==> src/rtl/fir_pe_ctrl_pkg.sv <==
// Shared types and constants for the time-multiplexed FIR scheduler.
// Holds the state encodings, datapath widths and default parameter values.
package fir_pe_ctrl_pkg;

  localparam int SAMPLE_W     = 4;
  localparam int COEF_W       = 8;
  localparam int DEF_NUM_TAPS = 8;
  localparam int DEF_TIMEOUT  = 15;

  typedef enum logic [1:0] {
    ST_IDLE  = 2'd0,
    ST_ISSUE = 2'd1,
    ST_WAIT  = 2'd2,
    ST_DONE  = 2'd3
  } state_e;

  typedef logic [SAMPLE_W-1:0] sample_t;
  typedef logic [COEF_W-1:0]   coef_t;

  // The wait timer only ever holds TIMEOUT-1 down to 0.
  function automatic int tmr_width(input int timeout);
    return (timeout < 2) ? 1 : $clog2(timeout);
  endfunction

endpackage

==> src/rtl/fir_pe_tapbank.sv <==
// Coefficient register file plus sample delay line, both read at the tap index.
// Write and shift may happen in the same cycle.
module fir_pe_tapbank
  import fir_pe_ctrl_pkg::*;
#(
  parameter int NUM_TAPS = DEF_NUM_TAPS,
  parameter int AW       = 3
) (
  input  logic          clk,
  input  logic          rst_n,
  input  logic          wr_en,
  input  logic [AW-1:0] wr_addr,
  input  coef_t         wr_data,
  input  logic          shift_en,
  input  sample_t       shift_data,
  input  logic [AW-1:0] rd_addr,
  output coef_t         rd_coef,
  output sample_t       rd_sample
);

  coef_t   coef_q [NUM_TAPS];
  coef_t   coef_d [NUM_TAPS];
  sample_t x_q    [NUM_TAPS];
  sample_t x_d    [NUM_TAPS];

  always_comb begin
    coef_d = coef_q;
    x_d    = x_q;
    if (wr_en) begin
      coef_d[wr_addr] = wr_data;
    end
    if (shift_en) begin
      x_d[0] = shift_data;
      for (int i = 1; i < NUM_TAPS; i++) begin
        x_d[i] = x_q[i-1];
      end
    end
  end

  always_ff @(posedge clk) begin
    if (!rst_n) begin
      for (int i = 0; i < NUM_TAPS; i++) begin
        coef_q[i] <= '0;
        x_q[i]    <= '0;
      end
    end else begin
      coef_q <= coef_d;
      x_q    <= x_d;
    end
  end

  assign rd_coef   = coef_q[rd_addr];
  assign rd_sample = x_q[rd_addr];

endmodule

==> src/rtl/fir_pe_ctrl.sv <==
// Schedules one FIR sample over a single shared PE, one tap per ISSUE/WAIT pair,
// chaining the partial sum through the PE and presenting the result on a valid/ready port.
//
// state | meaning
// IDLE  | ready for a sample; coefficient writes accepted
// ISSUE | one-cycle PE start for tap k
// WAIT  | operands held, waiting for pe_vld or timer expiry
// DONE  | result held on out_data until out_ready
module fir_pe_ctrl
  import fir_pe_ctrl_pkg::*;
#(
  parameter int NUM_TAPS = DEF_NUM_TAPS,
  parameter int AW       = 3,
  parameter int TIMEOUT  = DEF_TIMEOUT
) (
  input  logic                clk,
  input  logic                rst_n,
  input  logic                cfg_we,
  input  logic [AW-1:0]       cfg_addr,
  input  logic [COEF_W-1:0]   cfg_data,
  output logic                cfg_err,
  input  logic                in_valid,
  input  logic [SAMPLE_W-1:0] in_data,
  output logic                in_ready,
  output logic                out_valid,
  output logic [SAMPLE_W-1:0] out_data,
  input  logic                out_ready,
  output logic [COEF_W-1:0]   pe_cin,
  output logic [SAMPLE_W-1:0] pe_xin,
  output logic [SAMPLE_W-1:0] pe_yin,
  output logic                pe_rdy,
  input  logic [SAMPLE_W-1:0] pe_yout,
  input  logic                pe_vld,
  output logic                pe_timeout
);

  localparam int            TW     = tmr_width(TIMEOUT);
  localparam logic [TW-1:0] TMR_LD = TW'(TIMEOUT - 1);
  localparam logic [AW-1:0] K_LAST = AW'(NUM_TAPS - 1);
  localparam logic [AW:0]   NT_EXT = (AW + 1)'(NUM_TAPS);

  state_e        state_q,      state_d;
  logic [AW-1:0] k_q,          k_d;
  sample_t       partial_q,    partial_d;
  logic [TW-1:0] tmr_q,        tmr_d;
  logic          in_ready_q,   in_ready_d;
  logic          pe_rdy_q,     pe_rdy_d;
  logic          out_valid_q,  out_valid_d;
  logic          cfg_err_q,    cfg_err_d;
  logic          pe_timeout_q, pe_timeout_d;

  logic    accept;
  logic    wr_ok;
  coef_t   rd_coef;
  sample_t rd_sample;

  assign accept = (state_q == ST_IDLE) && in_ready_q && in_valid;
  assign wr_ok  = cfg_we && (state_q == ST_IDLE) && ({1'b0, cfg_addr} < NT_EXT);

  fir_pe_tapbank #(
    .NUM_TAPS (NUM_TAPS),
    .AW       (AW)
  ) u_tapbank (
    .clk        (clk),
    .rst_n      (rst_n),
    .wr_en      (wr_ok),
    .wr_addr    (cfg_addr),
    .wr_data    (cfg_data),
    .shift_en   (accept),
    .shift_data (in_data),
    .rd_addr    (k_q),
    .rd_coef    (rd_coef),
    .rd_sample  (rd_sample)
  );

  always_comb begin
    state_d      = state_q;
    k_d          = k_q;
    partial_d    = partial_q;
    tmr_d        = tmr_q;
    pe_timeout_d = 1'b0;
    cfg_err_d    = cfg_we && !wr_ok;

    case (state_q)
      ST_IDLE: begin
        if (accept) begin
          k_d       = '0;
          partial_d = '0;
          state_d   = ST_ISSUE;
        end
      end
      ST_ISSUE: begin
        tmr_d   = TMR_LD;
        state_d = ST_WAIT;
      end
      ST_WAIT: begin
        if (pe_vld) begin
          partial_d = pe_yout;
          if (k_q == K_LAST) begin
            state_d = ST_DONE;
          end else begin
            k_d     = k_q + 1'b1;
            state_d = ST_ISSUE;
          end
        end else if (tmr_q == '0) begin
          // Abort drops the sample but leaves the delay-line shift in place.
          pe_timeout_d = 1'b1;
          state_d      = ST_IDLE;
        end else begin
          tmr_d = tmr_q - 1'b1;
        end
      end
      ST_DONE: begin
        if (out_ready) begin
          state_d = ST_IDLE;
        end
      end
      default: state_d = ST_IDLE;
    endcase

    in_ready_d  = (state_d == ST_IDLE);
    pe_rdy_d    = (state_d == ST_ISSUE);
    out_valid_d = (state_d == ST_DONE);
  end

  always_ff @(posedge clk) begin
    if (!rst_n) begin
      state_q      <= ST_IDLE;
      k_q          <= '0;
      partial_q    <= '0;
      tmr_q        <= '0;
      in_ready_q   <= 1'b0;
      pe_rdy_q     <= 1'b0;
      out_valid_q  <= 1'b0;
      cfg_err_q    <= 1'b0;
      pe_timeout_q <= 1'b0;
    end else begin
      state_q      <= state_d;
      k_q          <= k_d;
      partial_q    <= partial_d;
      tmr_q        <= tmr_d;
      in_ready_q   <= in_ready_d;
      pe_rdy_q     <= pe_rdy_d;
      out_valid_q  <= out_valid_d;
      cfg_err_q    <= cfg_err_d;
      pe_timeout_q <= pe_timeout_d;
    end
  end

  // Operands come straight from registers, so they stay put for the whole WAIT.
  assign pe_cin     = rd_coef;
  assign pe_xin     = rd_sample;
  assign pe_yin     = partial_q;
  assign pe_rdy     = pe_rdy_q;
  assign in_ready   = in_ready_q;
  assign out_valid  = out_valid_q;
  assign out_data   = out_valid_q ? partial_q : '0;
  assign cfg_err    = cfg_err_q;
  assign pe_timeout = pe_timeout_q;

endmodule

==> config.mk <==
export PLATFORM = sky130hd
export DESIGN_NAME = fir_pe_ctrl
export DESIGN_NICKNAME = d
export VERILOG_FILES = /design/src/rtl/fir_pe_ctrl_pkg.sv /design/src/rtl/fir_pe_tapbank.sv /design/src/rtl/fir_pe_ctrl.sv
export SDC_FILE = /design/constraint.sdc
export NUM_CORES = 1
export LEC_CHECK = 0
export BUFFER_PORTS_ARGS = -buffer_cell sky130_fd_sc_hd__buf_2
export CAP_MARGIN = 20
export CORE_ASPECT_RATIO = 0.75
export CORE_MARGIN = 2
export CORE_UTILIZATION = 25
export CTS_BUF_LIST = sky130_fd_sc_hd__clkbuf_8
export CTS_CLUSTER_DIAMETER = 80
export DETAILED_ROUTE_END_ITERATION = 8
export GPL_TIMING_DRIVEN = 0
export PLACE_DENSITY_LB_ADDON = 0.2
export SLEW_MARGIN = 20
export SYNTH_ARGS = -nofsm -noshare
export SYNTH_HDL_FRONTEND = slang
export SYNTH_SLANG_ARGS = --single-unit
==> constraint.sdc <==
create_clock -name clk -period 2.4 [get_ports clk]
set_input_delay 0.24 -clock clk [delete_from_list [all_inputs] [get_ports clk]]
set_output_delay 0.24 -clock clk [all_outputs]
set_load 0.01 [all_outputs]
==> metrics list <==
- Counting flops with a built-in enable in the synthesized netlist gives 0.
- Summed over all instances, the cell type with the most area after synthesis is dfxtp_1.
* Hold buffer count at cts: 0
- The multi-input combinational cells in the finished layout cover a total of 2641 µm².
* Root buf cell: clkbuf_8
- The slowest stage of the critical path belongs to the cell mux4_1.
- After layout, the minimum clock period comes to 2.325 ns.
- STA puts the critical path data arrival time at 2.08 ns.
* Summed instance area of the synthesized netlist: 5156 µm²
* Number of global-route vias before repair: 3,936
- Critical path peak fanout: 10
- The floorplan step set the die height to 128.4 µm.
* Inserted Diodes: 0
- For this run, asynchronously set or reset flops after synthesis account for 0%.
- First drt pass iteration count: 4
- Pins Over Slew Limit: 0
- Counting along the longest clock path gives a buffer depth of 2.
- Across all setup checks in the final design, the least slack found is 0.07506 ns.
- Layout fillers: 2,087
- Counting every net in the synthesized netlist gives 534.
* Mean cell area of the mapped netlist: 10.19 µm²
- Vias: 3,984
- DRC: 0
* Overall overflow remaining after global route: 0
- In this run, synthesis produced a sequential element count of 114.
- Maximum number of pins on one net before global-route repair: 17
* Via density: 4.709
* Part of the cycle the worst path needs: 96.87%
* Reg clk slew, reported paths: 0.06 ns
- The floorplan step defined a core boundary enclosing 20,210 µm².
- In this run the core area contains 45 standard-cell rows.
- Yosys warning total: 0
- RSZ-0062 raised after global routing: true
- By count the netlist is led by nand2_1, dfxtp_1, mux2i_1, a21oi_1, mux4_1.
- Gate count after technology mapping: 506
- Counting both buffers and inverters, the worst setup path holds a total of 3.
* Overall die area: 21,800 µm²
- Initial Util: 25.51%
- Cell leakage power: 2.702 nW
- OpenSTA, run right after detailed placement, puts the worst setup slack at 0.06409 ns.
- Counting distinct cell types in the post-synthesis netlist gives 49.
- TritonCTS Sinks: 114
- Starting DRT DRC Count: 160
- CTS built an H-tree with a depth of 4.
* Max Freq: 430.1 MHz
* Max Cap Violations: 0
* Number of endpoints failing setup at the final stage: 0
- At the pin with the least slew margin, the transition time is 0.5890 ns.
- Run status: completed
- Walking the worst path, the cells encountered are buf_6, buf_12, mux4_1, mux2_2, buf_2.
* Wire length of the first global-routing pass: 22,270 µm
- Detailed Route WL: 13,940 µm
- Flip-flop and latch area: 2282 µm²
* Net count of the finished layout: 603
* Top_reg_cell synth: dfxtp_1
- STA puts the critical path data required time at 2.16 ns.
- Total GRT Usage: 13.58%
- On the worst path, the slowest cell contributes a delay of 0.56 ns.
* Worst hold slack: 0.03199 ns
- Area Growth Syn to Fin: 18.54%
- Ranking of synthesized cells by area: dfxtp_1, mux2i_1, mux4_1
- On the critical path the largest part of the delay comes from multiplexers.
* Kind of end point of the critical path: output port
- Share of final-layout standard cells stronger than drive strength 1: 22.28%
* Number of antenna violations at the first check in global routing: 0
* Count of buffers inserted at the top-level ports: 47
- Clock latency on the worst-skew pair, taken at its later pin, is 0.44 ns.
* TritonCTS buffer count: 17
- Top-area cell type share of the netlist area: 44.26%
- Measured against its own limit, the worst slew margin works out to 60.73%.
* Clock tree from TritonCTS: done
- Final weighted congestion in routability-driven placement: 0.7585
* Count of antenna-violating nets left after detailed routing: 0
- STA classifies the critical path startpoint as a register.
- The share of the Yosys chip area taken by registers is 44.26%.
- VDD sags by at most 0.3253 mV.
* R2r setup slk: 0.69 ns
- Final number of hold-violating endpoints: 0
- Top-Level Pins: 50
* Power density of the placed cells: 679.0 nW/µm²
* Final setup skew: 0.005505 ns
* Top-count cell post-synth: nand2_1
- Type of the setup path with the least slack: reg -> out
* DP HPWL: 9684 µm
- HP Class: in -> reg
- The floorplan step set the die width to 169.8 µm.
- In the final routed layout, each cell accounts on average for 16.47 µm.
## layout by cell type, fill, tap and decap left out, drive strengths merged
cell,netlist,layout
and3,1,1
nor3b,2,2
or3b,2,2
clkbuf,17,41
bufinv,0,1
and2b,1,1
mux2,12,12
nand3,7,7
nand3b,4,4
nor3,3,3
a21oi,39,39
nor4,2,2
nor4b,1,1
o21ai,1,1
mux4,24,24
dfxtp,114,114
clkinv,1,4
mux2i,64,64
and2,7,7
a211oi,1,1
nand4bb,1,1
nor2b,1,1
inv,4,9
nor2,4,4
nor4bb,1,1
a211o,1,1
nand4,2,2
ha,3,3
a31oi,1,1
and3b,1,1
o22ai,3,3
o2111ai,1,1
a311oi,5,5
nand2,152,152
nand2b,3,3
a21boi,1,1
a2111oi,1,1
buf,18,67
## path summary, 6_finish.rpt
| check | endpoint | from | cells after the start |
|---|---|---|---|
| worst min-delay path | cfg_err$_SDFF_PN0_ | cfg_we | 3 |
| worst max-delay path | pe_cin[5] | k_q[0]$_SDFFE_PN0P_ | 5 |
| worst max register to register | u_tapbank.coef_q[33]$_SDFFE_PN0P_ | state_q[0]$_SDFF_PN0_ | 4 |
| worst min register to register | u_tapbank.x_q[0]$_SDFFE_PN0P_ | u_tapbank.x_q[0]$_SDFFE_PN0P_ | 2 |
## sequential cells by signal, summed over array words and instances, names as in the netlist
name / flops
pe_rdy: 1
cfg_err: 1
state_q: 2
pe_yin: 4
pe_timeout: 1
tmr_q: 4
in_ready: 1
k_q: 3
u_tapbank.x_q: 32
out_valid: 1
u_tapbank.coef_q: 64
## where the power goes
group          internal [mW]  leakage [nW]  switching [mW]
combinational          0.170          1.56           0.285
sequential              1.95         0.922          0.0367
clock                  0.960         0.218           0.753
total                   3.08          2.70            1.07
## layer usage
layer  part of all wire, %  global-route usage (%)  vias up
met1                    52                   19.23     1965
li1                      -                       -     1914
met2                    42                   19.83       92
met5                     0                       0        -
met3                   4.4                   4.583       13
met4                   1.1                   3.469        0
## stage by stage
step	area, µm²	util [%]	setup TNS [ns]	cells	power, mW
floorplan	5156	-	0	506	2.316
global placement	5714	28.27	0	811	2.462
detailed placement	5714	28.27	0	811	2.473
CTS	6115	30.25	0	846	4.201
global route	6112	30.24	-0.005465	846	4.340
finish	6112	30.24	0	846	4.150
## cells by family (layout without fill, tap and decap cells)
logic type               count (synthesis)  count (layout)  synth area share [%]
multiplexers                           100             100                 27.20
adder cells (fa/ha/maj)                  3               3                0.7281
buffers and inverters                   40             122                 3.931
AND/OR/NAND/NOR                        195             195                 17.62
AO/OA/AOI/OAI                           54              54                 6.261
flip-flops                             114             114                 44.26
## area by class of cell
class,count,share of cell area (%)
plain buffers,35,3.419
clock buffers,23,5.179
clock inverters,9,1.044
inverters,5,0.3071
multi-input cells,352,43.21
flip-flops and latches,114,37.34
well taps,258,5.281
repair buffers,50,4.217
## timing repair
item | CTS | global route
buffers inserted | 3 | 0
resized for setup | 10 | 7
endpoints found under the setup margin | 10 | 9
## worst min-delay path, cell delays in order
cell    delay [ns]
buf_2         0.11
inv_1         0.05
nor2_1        0.04
No activity file was read; power rests on OpenSTA's default activity.
